<file path="src/rtl/env_pkg.sv">
// Shared types and grid geometry for the environment write-port scheduler.
package env_pkg;

  localparam int PIXELS_X    = 4;
  localparam int PIXELS_Y    = 4;
  localparam int X_BITS      = 2;
  localparam int Y_BITS      = 2;
  localparam int SIGNAL_BITS = 4;

  typedef enum logic [1:0] {
    IDLE,
    SWEEP_READ,
    SWEEP_WRITE,
    DONE
  } sched_state_t;

  typedef struct packed {
    logic [X_BITS-1:0]      x;
    logic [Y_BITS-1:0]      y;
    logic [SIGNAL_BITS-1:0] signal;
    logic                   sugar;
  } env_wr_t;

  // Saturating decrement: anything at or below the step collapses to zero.
  function automatic logic [SIGNAL_BITS-1:0] decay_sat(input logic [SIGNAL_BITS-1:0] sig,
                                                       input int step);
    if (int'(sig) > step) return sig - SIGNAL_BITS'(step);
    else                  return '0;
  endfunction

endpackage

</file>
<file path="src/rtl/rr_arbiter.sv">
// Round-robin arbiter: grants the lowest requesting index at or above the pointer, wrapping.
module rr_arbiter #(
  parameter  int N  = 4,
  localparam int IW = (N > 1) ? $clog2(N) : 1
) (
  input  logic [N-1:0]  i_req,
  input  logic [IW-1:0] i_ptr,
  input  logic          i_enable,
  output logic [N-1:0]  o_grant,
  output logic [IW-1:0] o_idx
);

  logic w_found;
  int   w_k;

  always_comb begin
    o_grant = '0;
    o_idx   = '0;
    w_found = 1'b0;
    w_k     = 0;
    if (i_enable) begin
      for (int i = 0; i < N; i++) begin
        w_k = (int'(i_ptr) + i) % N;
        if (!w_found && i_req[w_k]) begin
          o_grant[w_k] = 1'b1;
          o_idx        = w_k[IW-1:0];
          w_found      = 1'b1;
        end
      end
    end
  end

endmodule

</file>
<file path="src/rtl/env_port_sched.sv">
// Shares the environment write port between ant requesters and a pheromone-decay sweeper,
// and steals the lookup port while the sweeper reads cells.
module env_port_sched
  import env_pkg::*;
#(
  parameter int NUM_REQ    = 4,
  parameter int DECAY_STEP = 1,
  parameter int STARVE_LIM = 8
) (
  input  logic                                 newLocClock,
  input  logic                                 RESET_SIM_N,
  input  logic [NUM_REQ-1:0]                   req_valid,
  input  logic [NUM_REQ-1:0][X_BITS-1:0]       req_X,
  input  logic [NUM_REQ-1:0][Y_BITS-1:0]       req_Y,
  input  logic [NUM_REQ-1:0][SIGNAL_BITS-1:0]  req_signal,
  input  logic [NUM_REQ-1:0]                   req_sugar,
  output logic [NUM_REQ-1:0]                   req_grant,
  input  logic                                 decay_start,
  output logic                                 decay_busy,
  output logic                                 decay_done,
  input  logic [X_BITS-1:0]                    ant_lookup_X,
  input  logic [Y_BITS-1:0]                    ant_lookup_Y,
  output logic                                 ant_lookup_stall,
  output logic [X_BITS-1:0]                    lookup_X,
  output logic [Y_BITS-1:0]                    lookup_Y,
  input  logic [SIGNAL_BITS-1:0]               lookup_signal,
  input  logic                                 lookup_sugar,
  output logic [X_BITS-1:0]                    write_X,
  output logic [Y_BITS-1:0]                    write_Y,
  output logic [SIGNAL_BITS-1:0]               write_signal,
  output logic                                 write_sugar,
  output logic                                 write_flag
);

  localparam int IW = (NUM_REQ > 1) ? $clog2(NUM_REQ) : 1;
  localparam int SW = $clog2(STARVE_LIM + 1);

  sched_state_t            r_state, w_next_state;
  logic [X_BITS-1:0]       r_cell_x;
  logic [Y_BITS-1:0]       r_cell_y;
  logic [SW-1:0]           r_starve;
  logic [IW-1:0]           r_ptr;
  logic [SIGNAL_BITS-1:0]  r_sig;
  logic                    r_sugar;
  env_wr_t                 r_wr;
  logic                    r_wr_flag;

  logic [NUM_REQ-1:0]      w_grant;
  logic [IW-1:0]           w_idx;
  logic                    w_any, w_arb_en, w_last, w_wr_hit, w_ant_hit;
  logic                    w_adv, w_capture, w_sweep_wr, w_starve_inc, w_cell_clr;

  // The sweeper only takes the port from the ants once they have starved it long enough.
  assign w_arb_en = !((r_state == SWEEP_WRITE) && (r_starve >= SW'(STARVE_LIM)));

  rr_arbiter #(.N(NUM_REQ)) u_arb (
    .i_req    (req_valid),
    .i_ptr    (r_ptr),
    .i_enable (w_arb_en),
    .o_grant  (w_grant),
    .o_idx    (w_idx)
  );

  assign w_any     = |w_grant;
  assign w_last    = (r_cell_x == X_BITS'(PIXELS_X - 1)) && (r_cell_y == Y_BITS'(PIXELS_Y - 1));
  assign w_wr_hit  = r_wr_flag && (r_wr.x == r_cell_x) && (r_wr.y == r_cell_y);
  assign w_ant_hit = w_any && (req_X[w_idx] == r_cell_x) && (req_Y[w_idx] == r_cell_y);

  assign req_grant        = w_grant;
  assign decay_busy       = (r_state != IDLE);
  assign decay_done       = (r_state == DONE);
  assign ant_lookup_stall = (r_state == SWEEP_READ);
  assign lookup_X         = ant_lookup_stall ? r_cell_x : ant_lookup_X;
  assign lookup_Y         = ant_lookup_stall ? r_cell_y : ant_lookup_Y;
  assign write_X          = r_wr.x;
  assign write_Y          = r_wr.y;
  assign write_signal     = r_wr.signal;
  assign write_sugar      = r_wr.sugar;
  assign write_flag       = r_wr_flag;

  // A read retries while the cell has an ant write in flight, so the captured value is never stale.
  always_comb begin
    w_next_state = r_state;
    w_adv        = 1'b0;
    w_capture    = 1'b0;
    w_sweep_wr   = 1'b0;
    w_starve_inc = 1'b0;
    w_cell_clr   = 1'b0;
    case (r_state)
      IDLE: begin
        if (decay_start) w_next_state = SWEEP_READ;
      end
      SWEEP_READ: begin
        if (w_wr_hit || w_ant_hit) begin
          w_next_state = SWEEP_READ;
        end else if (lookup_signal == '0) begin
          w_adv        = 1'b1;
          w_next_state = w_last ? DONE : SWEEP_READ;
        end else begin
          w_capture    = 1'b1;
          w_next_state = SWEEP_WRITE;
        end
      end
      SWEEP_WRITE: begin
        if (w_any) begin
          w_starve_inc = 1'b1;
          if (w_ant_hit) w_next_state = SWEEP_READ;
        end else begin
          w_sweep_wr   = 1'b1;
          w_adv        = 1'b1;
          w_next_state = w_last ? DONE : SWEEP_READ;
        end
      end
      DONE: begin
        w_cell_clr   = 1'b1;
        w_next_state = IDLE;
      end
      default: w_next_state = IDLE;
    endcase
  end

  always_ff @(posedge newLocClock or negedge RESET_SIM_N) begin
    if (!RESET_SIM_N) r_state <= IDLE;
    else              r_state <= w_next_state;
  end

  always_ff @(posedge newLocClock or negedge RESET_SIM_N) begin
    if (!RESET_SIM_N) begin
      r_cell_x <= '0;
      r_cell_y <= '0;
    end else if (w_cell_clr) begin
      r_cell_x <= '0;
      r_cell_y <= '0;
    end else if (w_adv) begin
      if (r_cell_x == X_BITS'(PIXELS_X - 1)) begin
        r_cell_x <= '0;
        r_cell_y <= w_last ? '0 : r_cell_y + Y_BITS'(1);
      end else begin
        r_cell_x <= r_cell_x + X_BITS'(1);
      end
    end
  end

  always_ff @(posedge newLocClock or negedge RESET_SIM_N) begin
    if (!RESET_SIM_N) begin
      r_starve <= '0;
      r_ptr    <= '0;
      r_sig    <= '0;
      r_sugar  <= 1'b0;
    end else begin
      if (w_sweep_wr)        r_starve <= '0;
      else if (w_starve_inc) r_starve <= r_starve + SW'(1);
      if (w_any) r_ptr <= (w_idx == IW'(NUM_REQ - 1)) ? '0 : w_idx + IW'(1);
      if (w_capture) begin
        r_sig   <= lookup_signal;
        r_sugar <= lookup_sugar;
      end
    end
  end

  always_ff @(posedge newLocClock or negedge RESET_SIM_N) begin
    if (!RESET_SIM_N) begin
      r_wr      <= '0;
      r_wr_flag <= 1'b0;
    end else if (w_sweep_wr) begin
      r_wr      <= '{x: r_cell_x, y: r_cell_y, signal: decay_sat(r_sig, DECAY_STEP), sugar: r_sugar};
      r_wr_flag <= 1'b1;
    end else if (w_any) begin
      r_wr      <= '{x: req_X[w_idx], y: req_Y[w_idx], signal: req_signal[w_idx], sugar: req_sugar[w_idx]};
      r_wr_flag <= 1'b1;
    end else begin
      r_wr_flag <= 1'b0;
    end
  end

endmodule

</file>
<file path="config.mk">
export PLATFORM = sky130hd
export DESIGN_NAME = env_port_sched
export DESIGN_NICKNAME = d
export VERILOG_FILES = /design/src/rtl/env_pkg.sv /design/src/rtl/rr_arbiter.sv /design/src/rtl/env_port_sched.sv
export SDC_FILE = /design/constraint.sdc
export NUM_CORES = 1
export LEC_CHECK = 0
export ABC_AREA = 1
export BUFFER_PORTS_ARGS = -buffer_cell sky130_fd_sc_hd__clkbuf_2
export CAP_MARGIN = 20
export CELL_PAD_IN_SITES_DETAIL_PLACEMENT = 1
export CELL_PAD_IN_SITES_GLOBAL_PLACEMENT = 1
export CORE_ASPECT_RATIO = 0.7
export CORE_MARGIN = 5
export CORE_UTILIZATION = 34
export CTS_BUF_LIST = sky130_fd_sc_hd__clkbuf_4
export CTS_CLUSTER_DIAMETER = 100
export DETAILED_ROUTE_END_ITERATION = 16
export PLACE_DENSITY_LB_ADDON = 0.15
export SYNTH_ARGS = -nofsm -noshare
export SYNTH_HDL_FRONTEND = slang
export SYNTH_SLANG_ARGS = --single-unit
</file>
<file path="constraint.sdc">
create_clock -name newLocClock -period 2.75 [get_ports newLocClock]
set_clock_uncertainty 0.15 [all_clocks]
set_input_delay 0.275 -clock newLocClock [delete_from_list [all_inputs] [get_ports newLocClock]]
set_output_delay 0.275 -clock newLocClock [all_outputs]
set_load 0.005 [all_outputs]
</file>
== After elaboration in Yosys (flattened, before gate mapping) ==
Cells that the tools add are included.

* Memory bits (writable): 0
* Logic and storage cells: 159
* Latch bits: 0
* Memory bits (read-only): 0
* Output and inout bits: 21
* Register bits after elaboration: 27
* Memories kept: 0

* Multiply operators: 0
* Equal/unequal tests: 12
* Div/mod/pow operators: 0
* Add/sub/neg operators: 8
* Magnitude comparators: 11
* Reduce and logical (&&, ||, !) cells: 30
* Multiplexer cells: 80
* Bitwise gates (word level): 6
* Shift operators: 0

{| class="wikitable"
|+ Operator list
! cell !! number
|-
| 4-bit two-way mux || 12
|-
| 2-bit two-way mux || 23
|-
| 1-bit two-way mux || 29
|-
| 9-bit two-way mux || 2
|-
| 1-bit logical AND || 13
|-
| 3-bit by 4-bit less-than comparator with 1-bit output (second input constant) || 3
|-
| 4-bit OR || 3
|-
| 1-bit binary-select mux with 2-bit select || 5
|-
| 2-bit equality test (second input constant) || 5
|-
| 2-bit nonzero test || 5
|-
| 3-bit by 1-bit >= comparator with 1-bit output (second input constant) || 3
|-
| 2-bit by 1-bit adder with 2-bit output (second input constant) || 4
|-
| 2-bit binary-select mux with 2-bit select || 2
|-
| 4-bit binary-select mux with 2-bit select || 1
|-
| 1-bit demux with 2-bit select || 4
|-
| 2-bit equality test || 4
|-
| 2-bit one-hot mux with 4 select lines || 1
|-
| 2-bit by 3-bit less-than comparator with 1-bit output (second input constant) || 2
|-
| 2-bit OR reduction || 3
|-
| 2-bit adder (second input constant) || 2
|-
| 4-bit by 1-bit adder with 4-bit output (second input constant) || 1
|-
| 4-bit >= comparator (second input constant) || 1
|-
| 4-bit by 1-bit > comparator with 1-bit output (second input constant) || 1
|-
| 4-bit zero test || 1
|-
| 12 further kinds || 17
|}

== Logic depth before layout (Yosys ltp) ==
Gate-level depths: netlist (run 1).

* Word-level depth: 27
* Mapped depth: 26
* Mapped depth without buffers: 24

== Cells and area by module ==
From an unflattened synthesis (run 1), not the netlist that was laid out.

* Cells, all modules: 343
* Area, all modules: 2447.3 um^2

{| class="wikitable"
|+ By module, submodules not included
! module !! sequential area each (um^2) !! instances !! cells each !! area an instance (um^2)
|-
| env_port_sched || 675.6 || 1 || 254 || 1916.8
|-
| rr_arbiter || 0.0 || 1 || 89 || 530.5
|}

== Least setup slack after synthesis (run 1) ==
No wires, ideal clock.

* Kind: flip-flop to flip-flop
* Start: register r_ptr[0]
* End: register r_sig[0]
* Setup slack: -0.139 ns
* Buffers on the path: 2
* Arrival: 2.617 ns
* Cell stages (with the launch flop): 24
* Cells stage by stage: dfrtp_1 > buf_6 > inv_6 > ha_1 > inv_1 > nand3_2 > nand2_4 > inv_2 > nor2_2 > nand2_2 > nand2_4 > nand3_4 > buf_6 > nand2_1 > nand3_1 > nand3_1 > nand2_1 > nor2_1 > nand3_2 > and2_4 > nand2_4 > nor2_8 > nand2_1 > o21ai_1

* Cells in the longest elaborated chain, start to end: 24
* Elaborated cells between the ends (all ways): 80
* Classes of those cells: add/sub: 3; order compare: 8; eq/ne: 2; mux: 44; bitwise: 6; reduce/logical: 17

{| class="wikitable"
|+ RTL lines
! what !! RTL line !! source
|-
| start: declaration || env_port_sched.sv:42 || <nowiki>logic [IW-1:0] r_ptr;</nowiki>
|-
| start signal: assignment || env_port_sched.sv:153 || <nowiki>if (w_any) r_ptr <= (w_idx == IW'(NUM_REQ - 1)) ? '0 : w_idx + IW'(1);</nowiki>
|-
| branches (longest 20 deep; another with 3-bit by 4-bit less-than comparator with 1-bit output) || -- ||
|-
| 1-bit logical AND (*) || env_port_sched.sv:67 || <nowiki>assign w_ant_hit = w_any && (req_X[w_idx] == r_cell_x) && (req_Y[w_idx] == r_cell_y);</nowiki>
|-
| 1-bit logical OR (*) || env_port_sched.sv:94 || <nowiki>if (w_wr_hit || w_ant_hit) begin</nowiki>
|-
| 1-bit two-way mux (*) || env_port_sched.sv:94 ||
|-
| 1-bit two-way mux (*) || env_port_sched.sv:89 || <nowiki>case (r_state)</nowiki>
|-
| end signal: assignment || env_port_sched.sv:155 || <nowiki>r_sig <= lookup_signal;</nowiki>
|-
| end: declaration || env_port_sched.sv:43 || <nowiki>logic [SIGNAL_BITS-1:0] r_sig;</nowiki>
|}

Every way passes the cells marked *. The select of a mux whose other input is x is not followed.
A chain may end at the register's enable or synchronous reset.

== Worst setup path in the final report (run 1) ==
Ends and elaborated chain as after synthesis.

==> results.md, run 1 <==
- Status: finished with violations
- Failing checks: negative setup slack
- Cell Area, Synth: between 2000 and 3000 sq um
- Crit-path slowest cell: dfrtp_2
- Post-synth cell types: 42
- Crit-path leading delay family: simple AND/OR/NAND/NOR gates
- Critical path class: flip-flop to flip-flop
- Largest family of logic cells by synthesized area: simple AND/OR/NAND/NOR gates
- Bufs and invs on worst path: 5
- Vias per cell: 5.02
- Hold Crit Class: input port to flip-flop
- Core area: 7380 sq um
- Total CTS buffers: 3
- Largest net degree at the start of global routing: 28
- Total track usage: 0.194
- Synthesis-stage register bit count: 27
- Max-slew violations: 0
- Vias in the first global route: slightly above 3k
- Slew margin rel.: 0.531
- Fillers: 971
- Die extent in y: 83.3 um
- Fin crit period: just under 3 ns
- Worst-path maximum fanout: 5
- 1st-pass router iterations: 4
- Final setup vio count: 13
- EDFF count, synth: 0
- Crit path top cell by count: nand2_1
- Crit start category: flip-flop
- Share of layout cells above drive strength 1: 0.415
- Xor/xnor share of the synthesized area: 0.0134
- Worst EP arrival: around 3 ns
- Routability cong.: 0.884
- CP peak stage delay: 0.49 ns
- Tcrit/Tclk final: 1.06
- Gr ovfl total: 0
- Post-synthesis mux area share: 0
- Final setup TNS: -1.76 ns
- Asr flop ratio synth: 1.00
- Fin worst setup slack: -0.174 ns
- Starting Density: 0.354
- # DRC: 0
- Ant. Diodes: 0
- CTS sink count: 27
- CP cell instances: buf_4 -> nand2_1 -> nand2_1 -> nand2_1 -> nand2_1 -> nand2_2 -> inv_1 -> nand2_2 -> buf_6 -> nand2_8 -> buf_6 -> nand4_1 -> nand2_1 -> nand2_1 -> nand3_2 -> nand2_1 -> inv_1 -> nand3_2 -> and2_4 -> nand2_8 -> nor2_8 -> nand2_2 -> o21ai_1
- Fin nets: 574
- Die width: 115 um
- Synthesized instance count: 379
- CTS tree: done
- Max Freq: 342 MHz
- Least-Margin Pin Slew: around 0.7 ns
- Max-cap violations: 0
- Register area share after synthesis: 0.259
- CTS Buffer Depth: 2
- Clock H-tree levels: 1
- Clk slew on worst S/H paths: roughly 0.17 ns
- Antenna viol nets, final: 0
- Routed WL per cell: around 16 um
- # port buffers: just over 70
- Final hold viol count: 0
- Syn_area_per_cell: roughly 7 sq um
- Total wire length: roughly 10 mm
- IO Count: 73
- Footprint of the multi-input gates: 1930 sq um
- Synth Area in Compound Gates: 0.118
- Die area: 9560 sq um
- Initial antenna violation count: 0
- Main synth FF type: dfrtp_1
- First-pass GRT wire length: between 15 and 20 mm
- DP Wirelength: approximately 7.5 mm
- Area growth syn-to-layout: 47.6%
- Adder-cell share of the synthesized area: 0.0958
- Simple-Gate Fraction of Synth Area: 0.404
- Initial drt markers: 202
- Syn. warnings: 0
- Core Rows: 26
- Vias: 3007
- Syn_nets: between 400 and 500
- Reg area: about 680 sq um
- RSZ-0062 raised after global routing: true
- Endpoint class of the critical path: flip-flop
- Root Buffer: clkbuf_4
- Critical Path RT: between 2 and 3 ns
- Util after Layout: 0.522
- Worst skew pair latency: roughly 0.34 ns
per-layer routing:
| layer | routed length [um] | vias up | part of all wire | global-route usage |
|---|---|---|---|---|
| li1 | - | 1499 | - | - |
| met1 | 4720 | 1430 | 0.48 | 0.288 |
| met2 | 4460 | 72 | 0.46 | 0.301 |
| met3 | 570 | 6 | 0.058 | 0.0342 |
| met4 | 51 | 0 | 0.0052 | 0.0224 |
| met5 | 0 | - | 0 | 0 |
worst register-to-register path, stage by stage, from the launching register on:
cell,delay (ns)
dfrtp_2,0.49
buf_4,0.18
nand2_1,0.14
nand2_1,0.09
nand2_1,0.09
nand2_1,0.07
nand2_2,0.10
inv_1,0.06
nand2_2,0.08
buf_6,0.12
nand2_8,0.06
buf_6,0.13
nand4_1,0.11
nand2_1,0.07
nand2_1,0.09
nand3_2,0.07
nand2_1,0.07
inv_1,0.04
nand3_2,0.09
and2_4,0.18
nand2_8,0.08
nor2_8,0.16
nand2_2,0.07
o21ai_1,0.07
area by class of cell:
| type | count | share of cell area |
|---|---|---|
| Clock buffer | 3 | 0.00584 |
| Timing Repair Buffer | 125 | 0.224 |
| Tap cell | 98 | 0.0318 |
| Multi-Input combinational cell | 288 | 0.501 |
| Sequential cell | 27 | 0.176 |
| Inverter | 57 | 0.0604 |
| Clock inverter | 1 | 0.00195 |
registers in the layout, indices dropped and copies added (netlist names):
name	count
write_sugar	1
r_state	2
r_starve	4
write_X	2
r_sugar	1
r_cell_y	2
r_cell_x	2
write_flag	1
r_ptr	2
r_sig	4
write_signal	4
write_Y	2
synthesized netlist by cell type (3+ instances only):
| library cell | count | area [sq um] |
|---|---|---|
| xnor2_1 | 4 | 35.0 |
| o21ai_0 | 16 | 80.1 |
| a21oi_1 | 12 | 60.1 |
| nor2_1 | 17 | 63.8 |
| inv_2 | 3 | 11.3 |
| nand2_4 | 5 | 56.3 |
| inv_1 | 52 | 195 |
| nand2_2 | 11 | 68.8 |
| nand2_1 | 104 | 390 |
| nor3_1 | 5 | 25.0 |
| nor2_2 | 3 | 18.8 |
| o211ai_1 | 3 | 22.5 |
| dfrtp_1 | 27 | 676 |
| nand3_1 | 38 | 190 |
| nand3_2 | 6 | 60.1 |
| buf_2 | 3 | 15.0 |
| buf_6 | 4 | 45.0 |
| o21ai_1 | 5 | 25.0 |
| a22oi_1 | 3 | 22.5 |
| ha_1 | 20 | 250 |
| nor2_4 | 3 | 33.8 |
| nand4_1 | 12 | 75.1 |
placed cells by master, fill, tap and decap left out, types with 2 or more instances in the layout:
master | netlist | layout
inv_1 | 52 | 44
o21ai_1 | 5 | 7
nor2_2 | 3 | 4
nor3_1 | 5 | 2
ha_1 | 20 | 19
clkbuf_2 | 0 | 69
nand3_2 | 6 | 12
dlygate4sd3_1 | 0 | 6
o211ai_1 | 3 | 3
inv_2 | 3 | 7
inv_4 | 0 | 4
nand2_8 | 0 | 3
xnor2_1 | 4 | 4
nand2_1 | 104 | 90
buf_4 | 0 | 34
nand3_4 | 1 | 5
a21oi_1 | 12 | 9
nand3_1 | 38 | 29
clkbuf_4 | 0 | 3
nor3_2 | 0 | 2
nand2_2 | 11 | 17
nor2_4 | 3 | 7
dfrtp_1 | 27 | 26
nand4_1 | 12 | 12
a22oi_1 | 3 | 3
nor2_1 | 17 | 13
o21ai_0 | 16 | 14
nand2_4 | 5 | 10
buf_6 | 4 | 13
o21ai_2 | 2 | 2
a21oi_2 | 0 | 2
buf_12 | 0 | 2
repair_timing:
item                                    in CTS  in global routing
hold buffers                                 6                  0
endpoints found under the setup margin      27                 28
buffers inserted                             6                  6
resized for setup                           28                 58
gates cloned                                 1                  1
hold endpoints to repair                    32                  0
pin swaps                                   18                 37
through the flow:
stage	setup WS [ns]	std cells	instance area (sq um)	hold WS (ns)
after floorplan	-0.00387	379	2630	-0.171
after global placement	-0.120	578	3360	0.215
after detailed placement	-0.233	578	3360	0.205
after CTS	-0.146	595	3600	0.0908
after global routing	-0.384	599	3860	0.107
final	-0.174	599	3860	0.0765
path summary, 6_finish.rpt:
kind                       depth (start not counted)                     from  slack, ns                          end
max                                               23     r_ptr[0]$_DFFE_PN0P_      -0.17         r_sig[0]$_DFFE_PN0P_
min                                                4              decay_start       0.08       r_state[1]$_DFFE_PN0P_
max reg2reg                                       23     r_ptr[0]$_DFFE_PN0P_      -0.17         r_sig[0]$_DFFE_PN0P_
min reg2reg                                        2  write_sugar$_DFFE_PN0P_       0.40      write_sugar$_DFFE_PN0P_
max in group asynchronous                          2              RESET_SIM_N       1.63         r_ptr[0]$_DFFE_PN0P_
min in group asynchronous                          2              RESET_SIM_N       0.34  write_signal[1]$_DFFE_PN0P_
cells by family (layout without fill, tap and decap cells):
group	Yosys count	count (layout)
AO/OA/AOI/OAI	51	51
XOR/XNOR	4	4
adder cells (fa/ha/maj)	20	20
buffers and inverters	66	186
flip-flops	27	27
AND/OR/NAND/NOR	211	213
Power of run 1 is left out: the tool's default activity adds up to more than one toggle a clock period on the data nets, which glitch-free logic cannot reach.
==> run 2: changes to the inputs <==
- REMOVE_ABC_BUFFERS: unset -> 1
- SKIP_LAST_GASP: unset -> 1
==> run 2 against run 1 <==
The flow still finishes with violations (negative setup slack). Core utilization down 0.66 points. Final area down 1.3%. Routed wire length down 0.10%.
==> results.md, run 2 (synthesized netlist as in run 1, its figures left out) <==
- Clk slew on worst S/H paths: 0.16 ns
- Status: finished with violations
- Die extent in y: ~83 um
- DP Wirelength: approximately 7.5 mm
- Failing checks: negative setup slack
- Gr ovfl total: 0
- Crit start category: flip-flop
- Hold Path Cell Cnt: 4
- Commonest non-fill, non-tap cell in the layout: nand2_1
- CTS Buffer Depth: 2
- CTS tree: done
- Max-slew violations: 0
- Initial drt markers: 186
- Util after Layout: 0.516
- Clock H-tree levels: 1
- Fin nets: approximately 580
- Die area: between 9000 and 10000 sq um
- Endpoint of the worst-slack reg-to-reg timing path: r_sugar$_DFFE_PN0P_
- Fin crit period: 2.90 ns
- Worst hold slack: around 0.10 ns
- Finished Layout Cells: ~600
- Antenna viol nets, final: 0
- Post-Place Cells: 573
- Worst skew pair latency: about 0.35 ns
- Worst-path maximum fanout: 6
- Share of layout cells above drive strength 1: 0.402
- Reg-to-Reg Start: r_ptr[0]$_DFFE_PN0P_
- CTS sink count: 27
- Worst EP arrival: 3.05 ns
- 1st-pass router iterations: 4
- Critical Path RT: 2.89 ns
- Initial antenna violation count: 0
- Ant. Diodes: 0
- Vias per cell: 4.95
- Vias in the first global route: ~3.2k
- IO Count: 73
- Die width: between 100 and 150 um
- Total track usage: 0.200
- Final setup TNS: -1.60 ns
- GRT met3 Usage: 0.0313
- # port buffers: a little over 70
- Gr busiest metal: met2
- Min-Delay Endpoint: r_state[1]$_DFFE_PN0P_
- Vias: roughly 3k
- Hold Crit Class: input port to flip-flop
- Total CTS buffers: 3
- Core area: ~7400 sq um
- Met1 global-route usage: 0.285
- Fillers: 960
- Final setup vio count: 15
- Fin worst setup slack: -0.154 ns
- Tcrit/Tclk final: 1.06
- RSZ-0062 raised after global routing: true
- Max-cap violations: 0
- Root Buffer: clkbuf_4
- Total wire length: 9.80 mm
- Slew margin rel.: 0.509
- Least-Margin Pin Slew: 0.737 ns
- M2 GR Usage: 0.326
- Core Rows: 26
- Area growth syn-to-layout: 45.7%
- Reg area: 676 sq um
- Hold Startpoint: decay_start
- First-pass GRT wire length: between 15 and 20 mm
- Starting Density: 0.354
- Max Freq: between 300 and 400 MHz
- Routed WL per cell: ~16 um
- Largest net degree at the start of global routing: 28
- Footprint of the multi-input gates: 1890 sq um
- Leading cell types in the layout, fill and taps excluded: nand2_1 (85), clkbuf_2 (71), inv_1 (49)
- Worst Reg-to-Reg Cells: 22
- Endpoint class of the critical path: flip-flop
- # DRC: 0
- Critical path class: flip-flop to flip-flop
- Setup slack, reg-to-reg: -0.15 ns
- Final hold viol count: 0
- Routability cong.: between 0.8 and 0.9
-- run 2: cell types whose count changed in the layout (fill, tap and decap cells not counted), sizes merged --
cell    delta
clkbuf     +2
buf        +5
-- run 2: per-layer routing --
layer	part of all wire	wire length, um
met4	0.0061	60
met5	0	0
met1	0.49	4750
met3	0.045	436
met2	0.46	4540
-- run 2: worst max-delay path by stage --
stage	start	endpoint	slack (ns)	depth (start not counted)
5_1_grt	r_ptr[0]$_DFFE_PN0P_	r_sig[2]$_DFFE_PN0P_	-0.36	22
3_5_place_dp	r_ptr[0]$_DFFE_PN0P_	r_cell_y[1]$_DFFE_PN0P_	-0.29	21
6_report	r_ptr[0]$_DFFE_PN0P_	r_sugar$_DFFE_PN0P_	-0.15	22
2_1_floorplan	r_ptr[0]$_DFFE_PN0P_	write_signal[2]$_DFFE_PN0P_	-0.42	15
4_1_cts	r_ptr[0]$_DFFE_PN0P_	r_state[0]$_DFFE_PN0P_	-0.13	22
3_3_place_gp	r_ptr[0]$_DFFE_PN0P_	r_cell_y[0]$_DFFE_PN0P_	-0.20	21
-- run 2: area by class of cell --
| type | count | area share |
|---|---|---|
| Clock buffer | 3 | 0.00592 |
| Timing Repair Buffer | 132 | 0.227 |
| Inverter | 57 | 0.0585 |
| Tap cell | 98 | 0.0322 |
| Sequential cell | 27 | 0.177 |
| Clock inverter | 1 | 0.00197 |
| Multi-Input combinational cell | 288 | 0.497 |
-- run 2: critical path, stage by stage, from the launching register on --
cell and delay [ns]:
dfrtp_1 0.47, inv_6 0.06, ha_4 0.27, inv_4 0.07, nand3_4 0.09, nand2_8 0.10
inv_2 0.05, nor2_4 0.12, nand2_4 0.09, nand3_4 0.08, inv_1 0.07, nor2_4 0.17
nand3_2 0.11, nand2_2 0.10, nand2_1 0.07, nand2_2 0.09, nor2_2 0.04, nand3_2 0.08
and2_4 0.19, nand2_8 0.08, nor2_8 0.16, nand2_1 0.06, o21ai_1 0.07
-- run 2: metrics by stage --
step / area (sq um) / setup slack [ns]
finish: 3810 / -0.154
global route: 3810 / -0.362
CTS: 3580 / -0.125
detailed placement: 3290 / -0.290
global placement: 3290 / -0.205
floorplan: 2540 / -0.418
-- run 2: timing repair --
action	CTS	global route
hold endpoints to repair	32	0
pin swaps	17	26
gates resized for setup	24	40
hold buffers	6	0
gates cloned	1	1
buffers inserted	13	8
setup endpoints to repair	29	30
Power of run 2 is left out for the same reason.
